===== src/rtl/acl_spi_responder.sv =====
// ADXL362-style SPI-slave responder: oversampled mode-0 SPI, register reads/writes.
// Optional ACL_SPI_RESP_AUTOINC_EN: address pointer advances after each data byte.
module acl_spi_responder #(
    parameter logic [7:0] DEVID_AD    = 8'hAD,
    parameter logic [7:0] PARTID      = 8'hF2,
    parameter int         SYNC_STAGES = 2
) (
    input  logic        clk,
    input  logic        rst_n,
    input  logic        sclk_i,
    input  logic        csn_i,
    input  logic        mosi_i,
    output logic        miso_o,
    input  logic [11:0] sample_x_i,
    input  logic [11:0] sample_y_i,
    input  logic [11:0] sample_z_i,
    input  logic        sample_valid_i,
    output logic        cfg_wr_o,
    output logic [5:0]  cfg_addr_o,
    output logic [7:0]  cfg_wdata_o
);

    typedef enum logic [2:0] {IDLE, CMD, ADDR, WDATA, RDATA, IGNORE} state_t;

    state_t state_q, state_d;

    logic [SYNC_STAGES:0]   sclk_q, csn_q;
    logic [SYNC_STAGES-1:0] mosi_q;
    logic sclk_rise, sclk_fall, csn_fall, csn_rise, mosi_s;

    logic [2:0]  bit_q;
    logic [7:0]  shin_q, shout_q, byte_in, rdata;
    logic [5:0]  ptr_q, ptr_nxt;
    logic [3:0]  ram_idx;
    logic [7:0]  ram_q [16];
    logic        wr_q, load_q, dr_q, dr_d, soft_q, miso_q;
    logic        cfg_wr_q;
    logic [5:0]  cfg_addr_q;
    logic [7:0]  cfg_wdata_q;
    logic [11:0] lx_q, ly_q, lz_q, sx_q, sy_q, sz_q;
    logic        shift_en, byte_done, in_ram;

    assign sclk_rise = sclk_q[SYNC_STAGES-1] & ~sclk_q[SYNC_STAGES];
    assign sclk_fall = ~sclk_q[SYNC_STAGES-1] & sclk_q[SYNC_STAGES];
    assign csn_fall  = ~csn_q[SYNC_STAGES-1] & csn_q[SYNC_STAGES];
    assign csn_rise  = csn_q[SYNC_STAGES-1] & ~csn_q[SYNC_STAGES];
    assign mosi_s    = mosi_q[SYNC_STAGES-1];

    assign byte_in   = {shin_q[6:0], mosi_s};
    assign byte_done = shift_en && (bit_q == 3'd7);
    assign in_ram    = (ptr_q >= 6'h1F) && (ptr_q <= 6'h2E);
    // ptr - 0x1F folded into the low nibble
    assign ram_idx   = ptr_q[3:0] - 4'hF;

`ifdef ACL_SPI_RESP_AUTOINC_EN
    assign ptr_nxt = ptr_q + 6'd1;
`else
    assign ptr_nxt = ptr_q;
`endif

    always_ff @(posedge clk) begin
        if (!rst_n) state_q <= IDLE;
        else        state_q <= state_d;
    end

    always_comb begin
        state_d  = state_q;
        shift_en = 1'b0;
        if (csn_rise) begin
            state_d = IDLE;
        end else if (csn_fall) begin
            state_d = CMD;
        end else if (sclk_rise) begin
            unique case (state_q)
                CMD: begin
                    shift_en = 1'b1;
                    if (bit_q == 3'd7)
                        state_d = (byte_in == 8'h0A || byte_in == 8'h0B) ? ADDR : IGNORE;
                end
                ADDR: begin
                    shift_en = 1'b1;
                    if (bit_q == 3'd7) state_d = wr_q ? WDATA : RDATA;
                end
                WDATA, RDATA: shift_en = 1'b1;
                default: ;
            endcase
        end
    end

    always_comb begin
        rdata = 8'h00;
        case (ptr_q)
            6'h00: rdata = DEVID_AD;
            6'h01: rdata = 8'h1D;
            6'h02: rdata = PARTID;
            6'h03: rdata = 8'h01;
            6'h08: rdata = sx_q[11:4];
            6'h09: rdata = sy_q[11:4];
            6'h0A: rdata = sz_q[11:4];
            6'h0B: rdata = {7'b0, dr_q};
            6'h0E: rdata = sx_q[7:0];
            6'h0F: rdata = {{4{sx_q[11]}}, sx_q[11:8]};
            6'h10: rdata = sy_q[7:0];
            6'h11: rdata = {{4{sy_q[11]}}, sy_q[11:8]};
            6'h12: rdata = sz_q[7:0];
            6'h13: rdata = {{4{sz_q[11]}}, sz_q[11:8]};
            default: if (in_ram && ptr_q != 6'h1F) rdata = ram_q[ram_idx];
        endcase
    end

    // set from a new sample wins over any clear in the same cycle
    always_comb begin
        dr_d = dr_q;
        if (soft_q || (byte_done && state_q == RDATA && ptr_q == 6'h0B)) dr_d = 1'b0;
        if (sample_valid_i) dr_d = 1'b1;
    end

    always_ff @(posedge clk) begin
        if (!rst_n) begin
            sclk_q      <= '0;
            csn_q       <= '1;
            mosi_q      <= '0;
            bit_q       <= '0;
            shin_q      <= '0;
            shout_q     <= '0;
            ptr_q       <= '0;
            wr_q        <= 1'b0;
            load_q      <= 1'b0;
            dr_q        <= 1'b0;
            soft_q      <= 1'b0;
            miso_q      <= 1'b0;
            cfg_wr_q    <= 1'b0;
            cfg_addr_q  <= '0;
            cfg_wdata_q <= '0;
            lx_q <= '0; ly_q <= '0; lz_q <= '0;
            sx_q <= '0; sy_q <= '0; sz_q <= '0;
            for (int i = 0; i < 16; i++) ram_q[i] <= '0;
        end else begin
            sclk_q   <= {sclk_q[SYNC_STAGES-1:0], sclk_i};
            csn_q    <= {csn_q[SYNC_STAGES-1:0], csn_i};
            mosi_q   <= {mosi_q[SYNC_STAGES-2:0], mosi_i};
            cfg_wr_q <= 1'b0;
            soft_q   <= 1'b0;
            dr_q     <= dr_d;
            if (sample_valid_i) begin
                lx_q <= sample_x_i;
                ly_q <= sample_y_i;
                lz_q <= sample_z_i;
            end
            if (csn_fall) begin
                sx_q <= lx_q;
                sy_q <= ly_q;
                sz_q <= lz_q;
            end
            if (csn_rise || csn_fall) begin
                bit_q  <= '0;
                load_q <= 1'b0;
                miso_q <= 1'b0;
            end else if (shift_en) begin
                shin_q <= byte_in;
                bit_q  <= bit_q + 3'd1;
                if (byte_done) begin
                    unique case (state_q)
                        CMD:  wr_q <= (byte_in == 8'h0A);
                        ADDR: begin
                            ptr_q  <= byte_in[5:0];
                            load_q <= ~wr_q;
                        end
                        WDATA: begin
                            if (in_ram) begin
                                ram_q[ram_idx] <= byte_in;
                                cfg_wr_q       <= 1'b1;
                                cfg_addr_q     <= ptr_q;
                                cfg_wdata_q    <= byte_in;
                                soft_q <= (ptr_q == 6'h1F) && (byte_in == 8'h52);
                            end
                            ptr_q <= ptr_nxt;
                        end
                        RDATA: begin
                            ptr_q  <= ptr_nxt;
                            load_q <= 1'b1;
                        end
                        default: ;
                    endcase
                end
            end else if (sclk_fall && state_q == RDATA) begin
                load_q <= 1'b0;
                if (load_q) begin
                    miso_q  <= rdata[7];
                    shout_q <= {rdata[6:0], 1'b0};
                end else begin
                    miso_q  <= shout_q[7];
                    shout_q <= {shout_q[6:0], 1'b0};
                end
            end
            if (soft_q) begin
                for (int i = 0; i < 16; i++) ram_q[i] <= '0;
            end
        end
    end

    assign miso_o      = miso_q;
    assign cfg_wr_o    = cfg_wr_q;
    assign cfg_addr_o  = cfg_addr_q;
    assign cfg_wdata_o = cfg_wdata_q;

endmodule


===== config.mk =====
export PLATFORM = sky130hd
export DESIGN_NAME = acl_spi_responder
export DESIGN_NICKNAME = d
export VERILOG_FILES = /design/src/rtl/acl_spi_responder.sv
export SDC_FILE = /design/constraint.sdc
export NUM_CORES = 1
export LEC_CHECK = 0
export CELL_PAD_IN_SITES_DETAIL_PLACEMENT = 1
export CELL_PAD_IN_SITES_GLOBAL_PLACEMENT = 2
export CORE_ASPECT_RATIO = 2
export CORE_MARGIN = 8
export CORE_UTILIZATION = 46
export CTS_BUF_LIST = sky130_fd_sc_hd__clkbuf_8
export DETAILED_ROUTE_END_ITERATION = 10
export PLACE_DENSITY = 0.89
export RECOVER_POWER = 50
export SETUP_SLACK_MARGIN = 0.3
export SKIP_CTS_REPAIR_TIMING = 1
export SLEW_MARGIN = 10
export SYNTH_ARGS = -nofsm -noshare
export SYNTH_HDL_FRONTEND = slang
export SYNTH_SLANG_ARGS = --single-unit

===== constraint.sdc =====
create_clock -name clk -period 6.3 [get_ports clk]
set_clock_uncertainty 0.1 [all_clocks]
set_input_delay 0.63 -clock clk [delete_from_list [all_inputs] [get_ports clk]]
set_output_delay 0.63 -clock clk [all_outputs]
set_load 0.01 [all_outputs]

## Word-level counts from Yosys, hierarchy flattened

Memories as Yosys holds them, arrays and structs flattened.
Cells that the tools add are included.

| storage, ports and cells | value |
|---|---|
| RAM bits | 128 |
| register bits after elaboration | 127 |
| input port bits | 42 |
| word-level logic and storage cells | 234 |
| memories kept | 1 |
| output and inout bits | 16 |

| cells by class | value |
|---|---|
| bitwise logic cells | 79 |
| reduce and logical (&&, ||, !) cells | 31 |
| add/sub/neg operators | 2 |
| order comparisons | 2 |
| muxes and demuxes | 51 |
| equality and inequality tests | 45 |

Memories:

| name | words | bits a word | rd ports | clocked after memory_dff | wr ports | RTL line | text |
|---|---|---|---|---|---|---|---|
| ram_q | 16 | 8 | 1 | 0 | 16 | 35 | `logic [7:0] ram_q [16];` |

Operators with widths:

| cell | number |
|---|---|
| 8-bit 2-to-1 mux | 19 |
| 8-bit case mux with 14 select lines | 1 |
| 4-bit equality test, second input constant | 16 |
| 1-bit bitwise AND | 36 |
| 6-bit by 4-bit equality test with 1-bit output, second input constant | 6 |
| 6-bit by 5-bit equality test with 1-bit output, second input constant | 5 |
| 1-bit NOT | 27 |
| 1-bit 2-to-1 mux | 24 |
| 8-bit by 4-bit equality test with 1-bit output, second input constant | 2 |
| 1-bit OR | 16 |
| 4-bit AND reduction | 4 |
| 6-bit by 2-bit equality test with 1-bit output, second input constant | 2 |
| 3-bit 2-to-1 mux | 4 |
| 8-bit by 7-bit equality test with 1-bit output, second input constant | 1 |
| 2-bit nonzero test | 4 |
| 8-bit OR reduction | 1 |
| 1-bit logical AND | 7 |
| 3-bit by 2-bit equality test with 1-bit output, second input constant | 2 |
| 3-bit equality test, second input constant | 2 |
| 6-bit by 1-bit equality test with 1-bit output, second input constant | 1 |
| 6-bit by 5-bit >= comparator with 1-bit output, second input constant | 1 |
| 6-bit <= comparator, second input constant | 1 |
| 6-bit logical NOT | 1 |
| 3-bit != test, second input constant | 2 |
| other kinds (19) | 25 |

## Longest topological paths before layout

Gate-level depths: netlist (run 1).

| depth | value |
|---|---|
| depth in word-level cells | 30 |
| mapped depth | 13 |
| depth with buffers taken out | 8 |

## Worst setup path after synthesis (run 1)

OpenSTA, ideal clock, no wires.

| path | value |
|---|---|
| path type | reg-to-reg |
| start | register ptr_q[0], in the netlist ptr_nxt[0] |
| end | memory ram_q[13][0] (enable) |
| library setup time | 0.384 ns |
| path buffers | 4 |
| path slack | 3.147 ns |
| cell stages (with the launch flop) | 12 |
| data required time | 5.816 ns |
| clock period less this slack | 3.153 ns |
| data arrival time | 2.669 ns |
| path through | dfxtp_1 buf_4 buf_4 buf_4 inv_1 ha_1 and4b_1 o22ai_1 and3_1 buf_6 nand3_4 o21ai_0 |

RTL lines:

| element | RTL line | text |
|---|---|---|
| start: declaration | 33 | `logic [5:0] ptr_q, ptr_nxt;` |
| start signal: assignment | 166 | `ptr_q <= byte_in[5:0];` |
| start signal: assignment | 177 | `ptr_q <= ptr_nxt;` |
| start signal: assignment | 180 | `ptr_q <= ptr_nxt;` |
| end: declaration | 35 |  |

## Worst setup path in the final report (run 1)

| path | value |
|---|---|
| start | input port rst_n |
| end | register sx_q[2] |

RTL lines:

| element | RTL line | text |
|---|---|---|
| start: declaration | 9 | `input logic rst_n,` |
| end signal: assignment | 151 | `sx_q <= lx_q;` |
| end: declaration | 40 | `logic [11:0] lx_q, ly_q, lz_q, sx_q, sy_q, sz_q;` |

No word-level cell between the ends.

==> results of run 1 <==
final cells by class:
type	instances	area, um2	area share
timing repair buffer	72	663.1	0.05173
multi-input combinational	645	4577	0.3571
sequential	254	6367	0.4967
clock buffer	43	591.8	0.04617
inverter	14	53.80	0.004197
clock inverter	24	150.1	0.01171
tap	332	415.4	0.03241
per-stage QoR:
stage | util | instances | total power [mW] | hold WS, ns
floorplan | - | 983 | 1.933 | 0.2863
global placement | 0.5002 | 1317 | 2.005 | 0.2892
detailed placement | 0.5002 | 1317 | 2.013 | 0.3004
CTS | 0.5306 | 1384 | 3.344 | 0.3152
global route | 0.5248 | 1384 | 3.417 | 0.3188
finish | 0.5248 | 1384 | 3.302 | 0.3088
worst reg2reg max path, cell delays in order (launching register included):
cell and delay [ns]:
dfxtp_2 0.31, buf_4 0.31, inv_1 0.20, ha_1 0.70, and4b_1 0.31, o22ai_1 0.18, and3_1 0.75, nand3_1 0.61
o21ai_0 1.07
state kept, by name, summed over array words and instances, names as in the netlist, 2 cells and up:
name	flops
csn_q	3
mosi_q	2
state_q	3
sclk_q	3
ly_q	12
shout_q	7
bit_q	3
shin_q	7
cfg_addr_o	6
lz_q	12
sz_q	12
ptr_nxt	6
lx_q	12
ram_q	128
sx_q	12
cfg_wdata_o	8
sy_q	12
logic make-up after synthesis:
logic type                 synth area share
DFF                                  0.5564
buffers and inverters               0.03291
adders and majority gates          0.008748
xor gates and xnor gates           0.005905
muxes                                0.1378
and+or+nand+nor                      0.1864
AOI/OAI and AO/OA                   0.07185
cells in the mapped netlist (3+ instances only):
cell / instances
dfxtp_1: 126
nand3_1: 18
o21a_1: 3
a22oi_1: 15
xnor2_1: 4
nand2_1: 49
nand2b_1: 5
mux4_2: 33
a21oi_1: 35
edfxtp_1: 128
mux2i_1: 81
and2_1: 135
o21ai_0: 25
and3_1: 3
a31oi_1: 6
nor2_2: 4
o221ai_1: 3
nor2_1: 121
nor3_1: 10
or3_1: 5
buf_4: 7
nor2_4: 8
ha_1: 8
nor4_1: 3
o22ai_1: 11
clkbuf_1: 36
buf_2: 16
o211ai_1: 4
inv_1: 13
a222oi_1: 4
a211oi_1: 7
buf_1: 9
report_power, final:
group	total (mW)	switching, mW	internal, mW	leakage, nW
logic	0.139	0.0730	0.0657	1.85
registers	1.84	0.0390	1.80	2.24
clock network	1.33	0.622	0.706	0.430
layout by cell type (no fill, tap or decap), types with 5 or more instances in the layout:
cell type and n:
a21oi_1 35, a22oi_1 15, dlygate4sd3_1 17, a31oi_1 6, nand2b_1 5, clkdlybuf4s50_1 39, dfxtp_1 125, or3_1 5
clkbuf_8 43, nor2_1 130, and2_0 42, mux2i_1 81, nor3_1 10, nand3_1 21, inv_1 27, nand2_1 49
and2_1 93, edfxtp_1 128, ha_1 8, mux4_2 33, o21ai_0 25, a211oi_1 7, o22ai_1 11, buf_4 11
how the worst min path moves through the flow:
stage | end | cells after the start | slack, ns
2_1_floorplan | csn_q[1] | 1 | 0.29
3_3_place_gp | csn_q[1] | 1 | 0.29
3_5_place_dp | csn_q[1] | 1 | 0.30
4_1_cts | csn_q[1] | 1 | 0.32
5_1_grt | csn_q[1] | 1 | 0.32
6_report | csn_q[1] | 1 | 0.31
layer usage:
metal,up-vias,part of all wire,global-route usage
met5,-,0,0
met1,3888,0.31,0.1983
li1,3589,-,-
met4,0,0.079,0.1737
met2,237,0.57,0.4432
met3,116,0.036,0.03307
==> impl_metrics.ini, run 1 <==
[status]
status = complete, but fails checks
violations = max-capacitance violations, max-slew violations

[timing]
max_freq_mhz = 196.5
timing.final.ws_setup_ns = 1.211
rsz0062_at_grt = false
setup_viol = 0
fin_crit_sh = 0.8077
fin_crit_ns = 5.089
slew_violations = 142
worstMarginPinSlew_ns = 2.623
hold_violations = 0
relSlewSlack = -0.7487
setup_tns_ns = 0

[detailed_routing]
routed_wl_mm = 33.57
vias = 7830
drc = 0
drtIter0Drc = 441
ant_nets = 0
via_per_inst = 5.658
drtPass1Iterations = 5
wire_per_inst_um = 24.26

[job]
cap_violations = 3

[layout]
fin_area_mm2 = 0.01282
area_growth_pct = 12.03
nets = 1075
diodes = 0
n_fill_cell = 2583
drive_above_1_share = 0.1084

[setup_path]
cp_slowest_cell = clkbuf_1
reg2reg_from = ptr_nxt[0]
cp-startpoint = rst_n
worst_ep_required_time_ns = 6.50
worst-path-buf-inv = 4
crit_arrival_ns = 5.28
worstSetupPathType = primary input to flip-flop
reg2reg_depth = 8
crit_path_end = sx_q[2]
critPathLaunchType = primary input
crit_family = buffers and inverters
cp_num_cells = 5
path_cells = dlygate4sd3_1 -> clkinvlp_2 -> clkbuf_1 -> clkbuf_1 -> nor2_1
max_stage_delay_ns = 1.95
worstSetupEndpointType = flip-flop
r2r_slack_ns = 1.40
r2r_end = ram_q[14][6]
cp_max_fo = 59
cp_common_cell = clkbuf_1

[place]
place_ws_ns = 1.607
place_area_mm2 = 0.01222
dp.final_hpwl_mm = 24.30
portBuffers = 57
gp_congestion = 0.9141

[yosys]
synth_top_area_share = 0.3359
ys_ff_latch = 254
async_flop_share = 0
synth_area_per_cell_um2 = 11.64
synthFlopType = edfxtp_1
synth_edf_count = 128
yosysTopAreaCell = edfxtp_1
synth_area_mm2 = 0.01144
syn_inst = 983
synthTopCellsByArea = edfxtp_1 34%, dfxtp_1 22%, and2_1 7.4%, mux2i_1 7.1%, mux4_2 6.5%
seq_area_frac_synth = 0.5564
synth.distinct_cells = 69
synth_nets = 1033
ys_warn_count = 0

[floorplan]
core_region_area_mm2 = 0.02442
dieWidth_um = 127.5
die_area_mm2 = 0.03048
pin_count = 58
rows = 81
start_util = 0.4685
die_h_um = 239.0

[clocking]
h-tree-depth = 2
cts_buffers = 38
clkTransAtPathRegs_ns = 0.06
worstSkewPairLatency_ns = 0.54
cts_tree = done
clock_sinks = 254
cts_root_buf = clkbuf_8
clk_path_buf_depth = 3

[power]
cellLeakagePower_nw = 4.518
power.density_mw_per_mm2 = 257.6
peakVddDrop_v = 0.0001645

[worst_hold_path]
hp-class = flip-flop to flip-flop
worstHoldStart = csn_q[0]

[grt]
grt_max_degree = 60
antenna_found_initial = 0
grt_pass1_wl_mm = 50.90
grt_remaining_overflow = 0
grt_usage = 0.2262
grt_pass1_vias = 8383
Note: power is estimated with default switching activity, not from simulation.
==> run 2: changes to the inputs <==
--- a/config.mk
+++ b/config.mk
@@ -9,10 +9,10 @@
 export CELL_PAD_IN_SITES_GLOBAL_PLACEMENT = 2
 export CORE_ASPECT_RATIO = 2
 export CORE_MARGIN = 8
-export CORE_UTILIZATION = 46
+export CORE_UTILIZATION = 39
 export CTS_BUF_LIST = sky130_fd_sc_hd__clkbuf_8
 export DETAILED_ROUTE_END_ITERATION = 10
-export PLACE_DENSITY = 0.89
+export PLACE_DENSITY = 0.81
 export RECOVER_POWER = 50
 export SETUP_SLACK_MARGIN = 0.3
 export SKIP_CTS_REPAIR_TIMING = 1
==> constraint.sdc (replaced) <==
create_clock -name clk -period 4.5 [get_ports clk]
set_clock_uncertainty 0.1 [all_clocks]
set_input_delay 0.45 -clock clk [delete_from_list [all_inputs] [get_ports clk]]
set_output_delay 0.45 -clock clk [all_outputs]
set_load 0.01 [all_outputs]
==> run 2 against run 1 <==
Against the previous run: the flow still finishes with violations (max-capacitance violations, max-slew violations); critical endpoint is now sy_q[8]; critical path type unchanged; total power up 40%; final area rose by 1.4%; via count rose by 0.56%; largest cell class unchanged; register-to-register slack lost 0.44 ns; flip-flop and latch count did not move; wire length fell by 0.19%.
==> impl_metrics.ini, run 2 (same netlist as run 1, synthesis figures left out) <==
[floorplan]
start_util = 0.3966
core_region_area_mm2 = 0.02885
dieWidth_um = 137.1
die_h_um = 258.2
pin_count = 58
die_area_mm2 = 0.03541
rows = 88

[job]
cap_violations = 1

[layout]
fin_area_mm2 = 0.01300
nets = 1093
final_common_cell = nor2_1
n_fill_cell = 3114
layout_common_cells = 131 x nor2_1, 128 x edfxtp_1, 126 x dfxtp_1, 94 x and2_1, 81 x mux2i_1
fin_util = 0.4507
area_growth_pct = 13.64
largest_register_ffs = 128
drive_above_1_share = 0.1243
largest-register = ram_q
stdcell_count = 1431

[place]
dp.cells = 1365
dp.final_hpwl_mm = 24.43
gp_congestion = 0.8644
place_area_mm2 = 0.01240
portBuffers = 57
place_ws_ns = 1.262

[timing]
fin_crit_sh = 0.7977
fin_crit_ns = 3.590
slew_violations = 45
relSlewSlack = -0.3193
max_freq_mhz = 278.6
setup_tns_ns = 0
hold_violations = 0
worstMarginPinSlew_ns = 1.979
setup_viol = 0
timing.final.ws_setup_ns = 0.9104
rsz0062_at_grt = false
worst_hold_slack_ns = 0.3115

[power]
peakVddDrop_v = 0.0001528
intPower_mw = 3.584
p_seq_frac = 0.554
power.density_mw_per_mm2 = 356.1
switching_share = 0.2260
p_sw_mw = 1.046
clockPowerShare = 0.402
cellLeakagePower_nw = 4.590
combPwrFrac = 0.044
totalPowerFinal_mw = 4.630

[setup_path]
cp_max_fo = 63
worstSetupEndpointType = flip-flop
crit_family = buffers and inverters
critPathLaunchType = primary input
cp_slowest_cell = clkbuf_1
max_stage_delay_ns = 1.42
path_cells = dlygate4sd3_1 -> clkbuf_1 -> clkinvlp_2 -> clkbuf_1 -> buf_4 -> nor2_1
worstSetupPathType = primary input to flip-flop
worst-path-buf-inv = 5
cp_common_cell = clkbuf_1
crit_arrival_ns = 3.87
worst_ep_required_time_ns = 4.78

[detailed_routing]
wire_per_inst_um = 23.41
vias = 7874
routed_wl_mm = 33.51
drtIter0Drc = 307
via_per_inst = 5.502
ant_nets = 0
drc = 0
drtPass1Iterations = 4

[clocking]
cts_root_buf = clkbuf_8
h-tree-depth = 2
clk_path_buf_depth = 3
worstSkewPairLatency_ns = 0.55
clock_sinks = 254
clkTransAtPathRegs_ns = 0.06
cts_tree = done
cts_buffers = 36

[grt]
grt_max_degree = 64
grt_usage = 0.1929
grt_remaining_overflow = 0
antenna_found_initial = 1
grt_pass1_vias = 8519
grt_pass1_wl_mm = 50.70

[worst_hold_path]
hp-class = flip-flop to flip-flop

[status]
violations = max-capacitance violations, max-slew violations
status = complete, but fails checks
## run 2: changes by cell type in the layout (fill, tap and decap cells not counted), moves of 2 or more
cell / delta
clkinvlp_4: +2
nor2_2: -3
nor2_4: +2
clkinv_1: -2
buf_4: +19
## run 2: worst reg2reg max path: stages, from the launching register on
cell	delay, ns
dfxtp_1	0.36
clkbuf_2	0.97
nand2_1	0.16
xnor2_1	0.25
a22oi_1	0.24
clkbuf_1	0.60
o22ai_1	0.19
or4_1	0.50
o21ai_0	0.08
## run 2: power by group through the flow
stage                     clock network (mW)  logic (mW)  registers [mW]
final                                   1.86       0.204            2.56
after CTS                               1.91       0.211            2.57
after detailed placement                   0       0.210            2.62
after global routing                    2.00       0.222            2.57
after floorplan                            0       0.126            2.58
after global placement                     0       0.206            2.61
## run 2: routing by layer
metal,global-route usage,up-vias,routed length [um]
met1,0.1681,3954,10520
met4,0.1442,0,2564
met2,0.3795,186,19360
li1,-,3620,-
met5,0,-,0
met3,0.02306,114,1062
## run 2: area by class of cell
| type | count | area [um2] | share of cell area |
|---|---|---|---|
| diodes | 1 | 2.502 | 0.0001925 |
| well taps | 360 | 450.4 | 0.03464 |
| flip-flops and latches | 254 | 6366 | 0.4896 |
| multi-input cells | 645 | 4587 | 0.3528 |
| clock inverters | 23 | 153.9 | 0.01184 |
| inverters | 14 | 53.80 | 0.004138 |
| repair buffers | 92 | 810.8 | 0.06236 |
| clock buffers | 42 | 578.1 | 0.04446 |
## run 2: path summary, 6_finish.rpt
kind / depth (start not counted) / end / slack [ns] / startpoint
setup / recovery: 6 / sy_q[8] / 0.91 / rst_n
hold / removal: 1 / csn_q[1] / 0.31 / csn_q[0]
setup reg to reg: 8 / shout_q[1] / 0.96 / ptr_nxt[0]
hold reg to reg: 1 / csn_q[1] / 0.31 / csn_q[0]
==> run 3: changes to the inputs <==
==> constraint.sdc (replaced) <==
create_clock -name clk -period 2.9 [get_ports clk]
set_clock_uncertainty 0.1 [all_clocks]
set_input_delay 0.29 -clock clk [delete_from_list [all_inputs] [get_ports clk]]
set_output_delay 0.29 -clock clk [all_outputs]
set_load 0.01 [all_outputs]
==> run 3 against run 2 <==
Against the previous run: the run now ends clean; sequential power increased by 55%; total power up 58%; count of clock-buffer cells in the layout is 1 lower; sequential share of layout area is 2.0 points lower.
==> impl_metrics.ini, run 3 (same netlist as run 1, synthesis figures left out) <==
[detailed_routing]
ant_nets = 0
routed_wl_mm = 35.11
drc = 0
wire_per_inst_um = 24.07
drtIter0Drc = 446
vias = 8015
drtPass1Iterations = 5
via_per_inst = 5.493

[layout]
area_growth_pct = 18.57
layout_common_cells = 128 x edfxtp_1, 124 x dfxtp_1, 121 x nor2_1, 99 x and2_1, 81 x mux2i_1
nets = 1119
drive_above_1_share = 0.1794
largest-register = ram_q
fin_util = 0.4703
largest_register_ffs = 128
fin_area_mm2 = 0.01357
final_common_cell = edfxtp_1

[setup_path]
worstSetupEndpointType = flip-flop
path_cells = inv_1 -> ha_1 -> nor4b_4 -> and4_1 -> and3_4 -> nand3_4 -> nor2_1 -> and2_1
reg2reg_depth = 8
cp-startpoint = csn_q[1]
crit_arrival_ns = 3.00
worst_ep_required_time_ns = 3.24
cp_slowest_cell = nor2_1
r2r_slack_ns = 0.24
crit_path_end = ram_q[7][2]
cp_max_fo = 8
r2r_end = ram_q[7][2]
max_stage_delay_ns = 0.43
worstSetupPathType = flip-flop to flip-flop
critPathLaunchType = flip-flop
reg2reg_from = csn_q[1]

[place]
gp_congestion = 0.8864
place_area_mm2 = 0.01270
portBuffers = 57
place_ws_ns = -0.06370
dp.final_hpwl_mm = 25.78

[clocking]
cts_buffers = 38
h-tree-depth = 2
clkTransAtPathRegs_ns = 0.07
clk_path_buf_depth = 3
worstSkewPairLatency_ns = 0.57
cts_root_buf = clkbuf_8
clock_sinks = 254
cts_tree = done

[power]
peakVddDrop_v = 0.0002781
power.density_mw_per_mm2 = 537.5
cellLeakagePower_nw = 4.797

[worst_hold_path]
hp-class = primary input to flip-flop

[grt]
grt_remaining_overflow = 0
grt_max_degree = 107
grt_usage = 0.2004
grt_pass1_vias = 8780
grt_pass1_wl_mm = 52.33
antenna_found_initial = 1

[timing]
fin_crit_ns = 2.663
setup_viol = 0
max_freq_mhz = 375.5
worst_hold_slack_ns = 0.1895
hold_violations = 0
slew_violations = 0
fin_crit_sh = 0.9184
relSlewSlack = 0.1624
timing.final.ws_setup_ns = 0.2368
worstMarginPinSlew_ns = 1.256
rsz0062_at_grt = true

[floorplan]
die_h_um = 258.2
start_util = 0.3966
core_region_area_mm2 = 0.02885
die_area_mm2 = 0.03541
dieWidth_um = 137.1
rows = 88
pin_count = 58

[job]
cap_violations = 0

[status]
status = completed
## run 3: stage by stage
stage	setup TNS, ns	total power, mW	cells
after floorplan	0	4.209	983
after global placement	0	4.380	1381
after detailed placement	-0.5854	4.395	1381
after CTS	-1.975	7.382	1450
after global routing	0	7.542	1459
final	0	7.292	1459
## run 3: worst min path at each step
| stage | start | slack [ns] | depth (start not counted) | end |
|---|---|---|---|---|
| 2_1_floorplan | rst_n | 0.26 | 1 | csn_q[0] |
| 3_3_place_gp | csn_q[0] | 0.30 | 1 | csn_q[1] |
| 3_5_place_dp | csn_q[0] | 0.30 | 1 | csn_q[1] |
| 4_1_cts | csn_i | 0.16 | 2 | csn_q[0] |
| 5_1_grt | csn_i | 0.19 | 2 | csn_q[0] |
| 6_report | csn_i | 0.19 | 2 | csn_q[0] |
## run 3: layout make-up
type	count	area (um2)
fill	3107	15280
sequential	254	6369
multi-input combinational	645	4907
timing repair buffer	116	1015
clock buffer	41	564.3
tap	360	450.4
clock inverter	28	202.7
inverter	14	56.30
antenna	1	2.502
## run 3: routing by layer
layer / share of wire / routed length [um] / track usage
met2: 0.59 / 20710 / 0.3985
met3: 0.032 / 1114 / 0.02829
met4: 0.072 / 2520 / 0.1472
met5: 0 / 0 / 0
met1: 0.31 / 10770 / 0.1693
## run 3: power breakdown
part / switching (mW) / leakage, nW / internal, mW
clock: 1.40 / 0.433 / 1.58
combinational: 0.170 / 2.12 / 0.158
sequential: 0.0819 / 2.24 / 3.90
## run 3: critical path: cells and delay by family (launching register included)
kind | cells | cell delay (ns)
adder cells (fa/ha/maj) | 1 | 0.22
buffers and inverters | 1 | 0.08
flip-flops | 1 | 0.38
AND/OR/NAND/NOR | 6 | 1.76
